[src/rtl/vga_timing_gen.sv]
// VGA raster timing generator: pixel-clock divider, x/y counters shared with the
// tile renderers, and a registered output stage that keeps sync, blank and RGB aligned.
module vga_timing_gen #(
    parameter int H_VISIBLE = 640,
    parameter int H_FRONT   = 16,
    parameter int H_SYNC    = 96,
    parameter int H_BACK    = 48,
    parameter int V_VISIBLE = 480,
    parameter int V_FRONT   = 10,
    parameter int V_SYNC    = 2,
    parameter int V_BACK    = 33,
    parameter int CLK_DIV   = 2
) (
    input  logic       clk,
    input  logic       rst,
    output logic [9:0] counter_x,
    output logic [9:0] counter_y,
    output logic       pix_en,
    input  logic [7:0] red_in,
    input  logic [7:0] green_in,
    input  logic [7:0] blue_in,
    output logic       vga_clk,
    output logic       vga_hs,
    output logic       vga_vs,
    output logic       vga_blank_n,
    output logic       vga_sync_n,
    output logic [7:0] vga_r,
    output logic [7:0] vga_g,
    output logic [7:0] vga_b,
    output logic       frame_start
);
    localparam int H_TOTAL  = H_VISIBLE + H_FRONT + H_SYNC + H_BACK;
    localparam int V_TOTAL  = V_VISIBLE + V_FRONT + V_SYNC + V_BACK;
    localparam int HS_START = H_VISIBLE + H_FRONT;
    localparam int HS_END   = HS_START + H_SYNC;
    localparam int VS_START = V_VISIBLE + V_FRONT;
    localparam int VS_END   = VS_START + V_SYNC;
    localparam int DIV_W    = $clog2(CLK_DIV);

    logic [DIV_W-1:0] div_cnt_reg, div_cnt_next;
    logic             pix_en_reg, vga_clk_reg;
    logic [9:0]       x_reg, y_reg, x_next, y_next;
    logic             hs_reg, vs_reg, blank_n_reg, frame_start_reg;
    logic             line_end, frame_end, hs_n, vs_n, visible;
    logic [7:0]       rgb_in  [3];
    logic [7:0]       rgb_reg [3];

    // Divider: pix_en and vga_clk are registered from the next divider value,
    // so pix_en is high exactly while div_cnt_reg sits at its terminal count.
    always_comb begin
        div_cnt_next = div_cnt_reg + 1'b1;
        if (div_cnt_reg == DIV_W'(CLK_DIV - 1))
            div_cnt_next = '0;
    end

    always_ff @(posedge clk) begin
        if (rst) begin
            div_cnt_reg <= '0;
            pix_en_reg  <= 1'b0;
            vga_clk_reg <= 1'b0;
        end else begin
            div_cnt_reg <= div_cnt_next;
            pix_en_reg  <= (div_cnt_next == DIV_W'(CLK_DIV - 1));
            vga_clk_reg <= (div_cnt_next >= DIV_W'(CLK_DIV / 2));
        end
    end

    always_comb begin
        line_end  = (x_reg == 10'(H_TOTAL - 1));
        frame_end = (y_reg == 10'(V_TOTAL - 1));
        x_next    = line_end ? 10'd0 : x_reg + 10'd1;
        y_next    = y_reg;
        if (line_end)
            y_next = frame_end ? 10'd0 : y_reg + 10'd1;
        hs_n    = !((x_reg >= 10'(HS_START)) && (x_reg < 10'(HS_END)));
        vs_n    = !((y_reg >= 10'(VS_START)) && (y_reg < 10'(VS_END)));
        visible = (x_reg < 10'(H_VISIBLE)) && (y_reg < 10'(V_VISIBLE));
    end

    // Counters and the sync/blank stage share the pixel strobe, giving one pixel of latency.
    always_ff @(posedge clk) begin
        if (rst) begin
            x_reg           <= '0;
            y_reg           <= '0;
            hs_reg          <= 1'b1;
            vs_reg          <= 1'b1;
            blank_n_reg     <= 1'b0;
            frame_start_reg <= 1'b0;
        end else begin
            frame_start_reg <= pix_en_reg && line_end && frame_end;
            if (pix_en_reg) begin
                x_reg       <= x_next;
                y_reg       <= y_next;
                hs_reg      <= hs_n;
                vs_reg      <= vs_n;
                blank_n_reg <= visible;
            end
        end
    end

    assign rgb_in[0] = red_in;
    assign rgb_in[1] = green_in;
    assign rgb_in[2] = blue_in;

    generate
        for (genvar gi = 0; gi < 3; gi++) begin : g_rgb
            always_ff @(posedge clk) begin
                if (rst)
                    rgb_reg[gi] <= 8'd0;
                else if (pix_en_reg)
                    rgb_reg[gi] <= visible ? rgb_in[gi] : 8'd0;
            end
        end
    endgenerate

    assign counter_x   = x_reg;
    assign counter_y   = y_reg;
    assign pix_en      = pix_en_reg;
    assign vga_clk     = vga_clk_reg;
    assign vga_hs      = hs_reg;
    assign vga_vs      = vs_reg;
    assign vga_blank_n = blank_n_reg;
    assign vga_sync_n  = 1'b0;
    assign vga_r       = rgb_reg[0];
    assign vga_g       = rgb_reg[1];
    assign vga_b       = rgb_reg[2];
    assign frame_start = frame_start_reg;
endmodule

[config.mk]
export PLATFORM = sky130hd
export DESIGN_NAME = vga_timing_gen
export DESIGN_NICKNAME = d
export VERILOG_FILES = /design/src/rtl/vga_timing_gen.sv
export SDC_FILE = /design/constraint.sdc
export NUM_CORES = 1
export LEC_CHECK = 0
export CAP_MARGIN = 30
export CORE_AREA = 3 3 77 79
export CTS_CLUSTER_DIAMETER = 50
export CTS_CLUSTER_SIZE = 24
export DETAILED_ROUTE_END_ITERATION = 10
export DIE_AREA = 0 0 80 82
export GPL_TIMING_DRIVEN = 0
export PLACE_DENSITY = 0.72
export SKIP_LAST_GASP = 1
export SLEW_MARGIN = 20
export SYNTH_ARGS = -nofsm -noshare
export SYNTH_HDL_FRONTEND = slang
export SYNTH_SLANG_ARGS = --single-unit
[constraint.sdc]
create_clock -name clk -period 5.96 [get_ports clk]
set_input_delay 1.192 -clock clk [delete_from_list [all_inputs] [get_ports clk]]
set_output_delay 1.192 -clock clk [all_outputs]
set_load 0.005 [all_outputs]
# ---- After elaboration in Yosys (flattened, before gate mapping)
# Memories as Yosys holds them, arrays and structs flattened.
# Cells that the tools add are included.
dict set report word_totals {
  reg_bits 26
  latchBits 0
  mem_bits_rw 24
  rom_bits 0
  in_bits 26
  output_inout_bits 51
  word_cells 46
  memories 1
}
dict set report op_classes {
  addsub 3
  mul 0
  div 0
  order_cmp 7
  n_eq_ne 2
  shift 0
  muxes 14
  bitwise 3
  reduce_logical 8
}
# memory depth word_bits read_ports rd_clocked_by_memory_dff write_ports line
set mem_list {}
lappend mem_list {rgb_reg 3 8 3 0 3 46} ;# logic [7:0] rgb_reg [3];
# op count
set ops {}
lappend ops {{2-to-1 mux 8 bit} 6}
lappend ops {{adder 10 x 1 -> 10 bit (second input constant)} 2}
lappend ops {{== test 10 bit (second input constant)} 2}
lappend ops {{less-than comparator 10 bit (second input constant)} 2}
lappend ops {{less-than comparator 10 x 9 -> 1 bit (second input constant)} 2}
lappend ops {{2-to-1 mux 10 bit} 2}
lappend ops {{greater-or-equal comparator 10 bit (second input constant)} 1}
lappend ops {{greater-or-equal comparator 10 x 9 -> 1 bit (second input constant)} 1}
lappend ops {{2-to-1 mux 1 bit} 6}
lappend ops {{logical AND 1 bit} 5}
lappend ops {{bitwise OR 1 bit} 3}
lappend ops {{logical NOT 1 bit} 2}
lappend ops {{AND reduction 2 bit} 1}
lappend ops {{adder 1 bit (second input constant)} 1}
lappend ops {{greater-or-equal comparator 1 bit (second input constant)} 1}

# ---- Logic depth before layout (Yosys ltp)
# Gate-level depths: netlist of the first run.
dict set report logic_depth {
  depth_word 4
  depth_mapped 6
  mapped_depth_nobuf 6
}

# ---- Least setup slack after synthesis of the first run
# Ideal clock, no wire load.
dict set report synth_path {
  path_type {input port to flip-flop}
  start {in rst}
  end {mem rgb_reg[0][0] (enable)}
  setup_time_ns 0.379
  arrival_ns 2.043
  required_ns 5.581
  setup_slack_ns 3.538
  path_stages 3
  n_path_buf 1
  cell_sequence {clkbuf_1 nor2_1 inv_1}
}
# element line
set synth_lines {}
lappend synth_lines {{start: declaration} 15} ;# input logic rst,
lappend synth_lines {{end: declaration} 46}

==> results by group, run 1 <==
Detailed routing
  – DRT antenna net count: 0
  – DR DRC count: 0
  – Pre-antenna DRT Iters: 5
  – Final WL: between 4000 and 5000 um
  – Vias per cell: 4.835
  – Met3 WL: slightly above 400 um
  – Via count: roughly 1700
  – DR iter-0 viols: 53
  – M1 wire length: ~2100 um
  – Drt wl/cell: approximately 13 um
  – Top Metal Used: met4
  – Met2 wire length: 1965 um

Worst setup path
  – CP Launch Type: input port
  – Crit-path cells: clkdlybuf4s50_1 -> clkbuf_1 -> nor2_1 -> inv_1 -> buf_8
  – CP max-delay cell: clkdlybuf4s50_1
  – Setup CP Type: in -> reg
  – Critical Path Sink Type: flop
  – CP bufs+invs: 4
  – CP Max Fanout: 16
  – WP data arrival: ~2.8 ns
  – Cell family with most CP delay: buffers and inverters
  – Slowest cell delay on critical path: approximately 0.51 ns
  – CP required: 5.97 ns

Cells and area
  – Footprint of the multi-input gates: 824.5 sq um
  – Ant diodes: 0
  – Layout cells sized above 1: 0.05018
  – Nets: 309
  – Largest register FFs: 24
  – Sequential Area: 1221 sq um
  – Fillers: 494
  – Final Cell Area: 3059 sq um
  – Area Overhead vs Synth: 44.33%

Logic synthesis
  – Async SR Flop Fraction: 0
  – Avg Inst Size Synth: 10.87 sq um
  – Synthesized flop and latch total: about 50
  – Sequential area share after synthesis: 0.5762
  – Synth warn: 0
  – Gate Count Post-Synth: 195
  – Post-synth cell types: 36
  – Syn Nets: 226
  – Ys flop type: dfxtp_1
  – Post-synth EDFFs: 24
  – Synth Cell Area: 2120 sq um

Die
  – FP Rows: 27
  – Chip height: between 80 and 90 um
  – Number of I/O pins: 77
  – Die X: 80 um
  – Area of the core: 5405 sq um
  – Initial Utilization: 0.3921
  – Die ar.: 6560 sq um

Timing
  – Final Skew: 0.002809 ns
  – Fin crit period: 2.744 ns
  – Least-Margin Pin Slew: ~0.58 ns
  – Setup tns final: 0 ns
  – Unrepaired setup endpoints after global routing: false
  – Final worst-path cycle share: 0.4605
  – Maximum clock frequency: approximately 0.36 GHz
  – Fin. Hold Viols: 0
  – Slew headroom: 0.6079
  – Final setup violation count: 0
  – Slew Limit Fails: 0

Pwr
  – Peak VDD IR: 105.2 uV
  – Comb power frac: 0.112
  – Sequential share of power: 0.594
  – Power density cells: 206.3 nW/um^2
  – Sw frac: 0.2092
  – LEAKAGE: ~1.1 nW
  – Clock share of power: 0.294
  – Sw power: 0.1320 mW
  – Pint: 0.4990 mW

Clock tree
  – CTS Buf Count: 5
  – Reg clk slew, reported paths: about 0.08 ns
  – CTS tree: built
  – Hold buffer count at CTS: 0
  – Later-pin clock latency in the skew report: 0.29 ns
  – Post-CTS resize count: 0
  – H-tree levels: 2
  – Clock buffer depth: 2
  – Clock Sink Count: 49
  – Post-CTS Setup Inserts: 0
  – Root Driver: clkbuf_8

Global route
  – Vias in the first global route: about 1600
  – Pin count of the biggest net entering global routing: 26
  – Congestion Overflow GR: 0
  – Tot GR Track Use: 0.1406
  – Initial antenna violation count: 0
  – Wire length of the first global-routing pass: 7182 um

Status
  – Outcome: completed

Place
  – Placed cell areas: 2960 sq um
  – GPL Wtd Cong: 0.7923
  – Number of I/O port buffers: 75
  – DP HPWL: 3277 um

Hold path
  – Hold Crit Class: reg -> reg

Run
  – Max-cap violations: 0
==> final timing paths <==
path	startpoint	end	slack [ns]	cells past startpoint
min reg2reg	vga_blank_n	vga_blank_n	0.45	1
max reg2reg	counter_x[0]	counter_y[4]	3.74	5
max	rst	rgb_reg[0][1]	3.22	5
min	vga_blank_n	vga_blank_n	0.45	1
==> synthesized netlist by cell type, types with 2 or more instances <==
master / count / area [sq um]
inv_1: 6 / 22.52
nor3_1: 6 / 30.03
nand4_1: 5 / 31.28
xor2_1: 6 / 52.55
a21oi_1: 4 / 20.02
nor2b_1: 2 / 12.51
nor2_1: 19 / 71.32
ha_1: 5 / 62.56
edfxtp_1: 24 / 720.7
dfxtp_1: 25 / 500.5
xnor2_1: 9 / 78.83
o21ai_0: 4 / 20.02
nor4_1: 5 / 31.28
nand2_1: 6 / 22.52
and2_1: 24 / 150.1
nand4b_1: 3 / 26.28
buf_4: 2 / 15.01
nand3_1: 11 / 55.05
or3_1: 6 / 37.54
clkbuf_1: 3 / 11.26
nand2b_1: 5 / 31.28
==> cell families (layout without fill, tap and decap cells) <==
logic type,after synthesis,after routing,share of synthesized area
buffers and inverters,15,99,0.03482
other,1,1,0.001769
adders and majority gates,5,5,0.02952
xor gates and xnor gates,15,15,0.06199
DFF,49,49,0.5762
AOI/OAI and AO/OA,13,13,0.03720
muxes,1,1,0.005312
and+or+nand+nor,96,96,0.2532
==> power by group through the flow <==
stage	sequential [mW]	clock (mW)	combinational, mW
floorplan	0.384	0	0.0178
global placement	0.383	0	0.0694
detailed placement	0.383	0	0.0699
CTS	0.375	0.193	0.0704
global route	0.376	0.206	0.0780
finish	0.375	0.186	0.0708
==> layout by cell type (no fill, tap or decap), types with 2 or more instances in the layout <==
| cell type | n |
|---|---|
| dfxtp_1 | 25 |
| xnor2_1 | 9 |
| a21oi_1 | 4 |
| clkdlybuf4s50_1 | 75 |
| and2_1 | 24 |
| nand4b_1 | 3 |
| or3_1 | 6 |
| ha_1 | 5 |
| nor2b_1 | 2 |
| nand2b_1 | 5 |
| edfxtp_1 | 24 |
| clkbuf_8 | 5 |
| nor4_1 | 5 |
| inv_1 | 6 |
| buf_4 | 2 |
| nor2_1 | 19 |
| xor2_1 | 6 |
| nand3_1 | 11 |
| o21ai_0 | 4 |
| nand4_1 | 5 |
| nor3_1 | 6 |
| nand2_1 | 6 |
| clkbuf_1 | 5 |
==> worst reg2reg max path, stage by stage, from the launching register on <==
cell and delay, ns:
dfxtp_1 0.43, ha_1 0.28, nand4_1 0.31, or3_1 0.46
o21bai_1 0.52, nor2_1 0.10
==> layer usage <==
metal  vias up  GRT usage
met4         0    0.04561
met3         6    0.04386
li1        839          -
met2        78     0.2161
met1       774     0.1887
met5         -          0
==> layout make-up <==
class                   count  share of cell area
plain buffers               9             0.01677
clock buffers               7             0.02495
well taps                  72             0.02945
multi-input cells         131              0.2695
clock inverters             1            0.002454
repair buffers             76              0.2503
flip-flops and latches     49              0.3992
inverters                   6            0.007362
==> metrics by stage <==
| stage | instances | total power, mW | utilization | hold slack (ns) | setup slack, ns |
|---|---|---|---|---|---|
| finish | 351 | 0.6310 | 0.5660 | 0.4542 | 3.216 |
| CTS | 350 | 0.6385 | 0.5632 | 0.4615 | 2.992 |
| global placement | 342 | 0.4522 | 0.5477 | 0.4350 | 2.702 |
| floorplan | 195 | 0.4022 | - | 0.4511 | 3.538 |
| detailed placement | 342 | 0.4528 | 0.5477 | 0.4410 | 2.672 |
| global route | 351 | 0.6602 | 0.5660 | 0.4801 | 3.016 |
No activity file was read; power rests on OpenSTA's default activity.
==> run 2: changes to the inputs <==
clock period = 2.6 ns   (was 5.96 ns; I/O delays follow)
==> results of run 2 <==
The final DEF is identical to that of run 1. Status: completed.
Main changes from that run: setup slack after placement 2.672 ns -> -0.01578 ns; setup slack after layout 3.216 ns -> 0.3820 ns; start point of the critical path rst -> counter_x[0]; end point of the critical path rgb_reg[0][1] -> counter_y[4]; register-to-register setup slack 3.74 ns -> 0.38 ns; total power 0.6310 mW -> 1.447 mW; worst IR drop on VDD 105.2 uV -> 241.1 uV
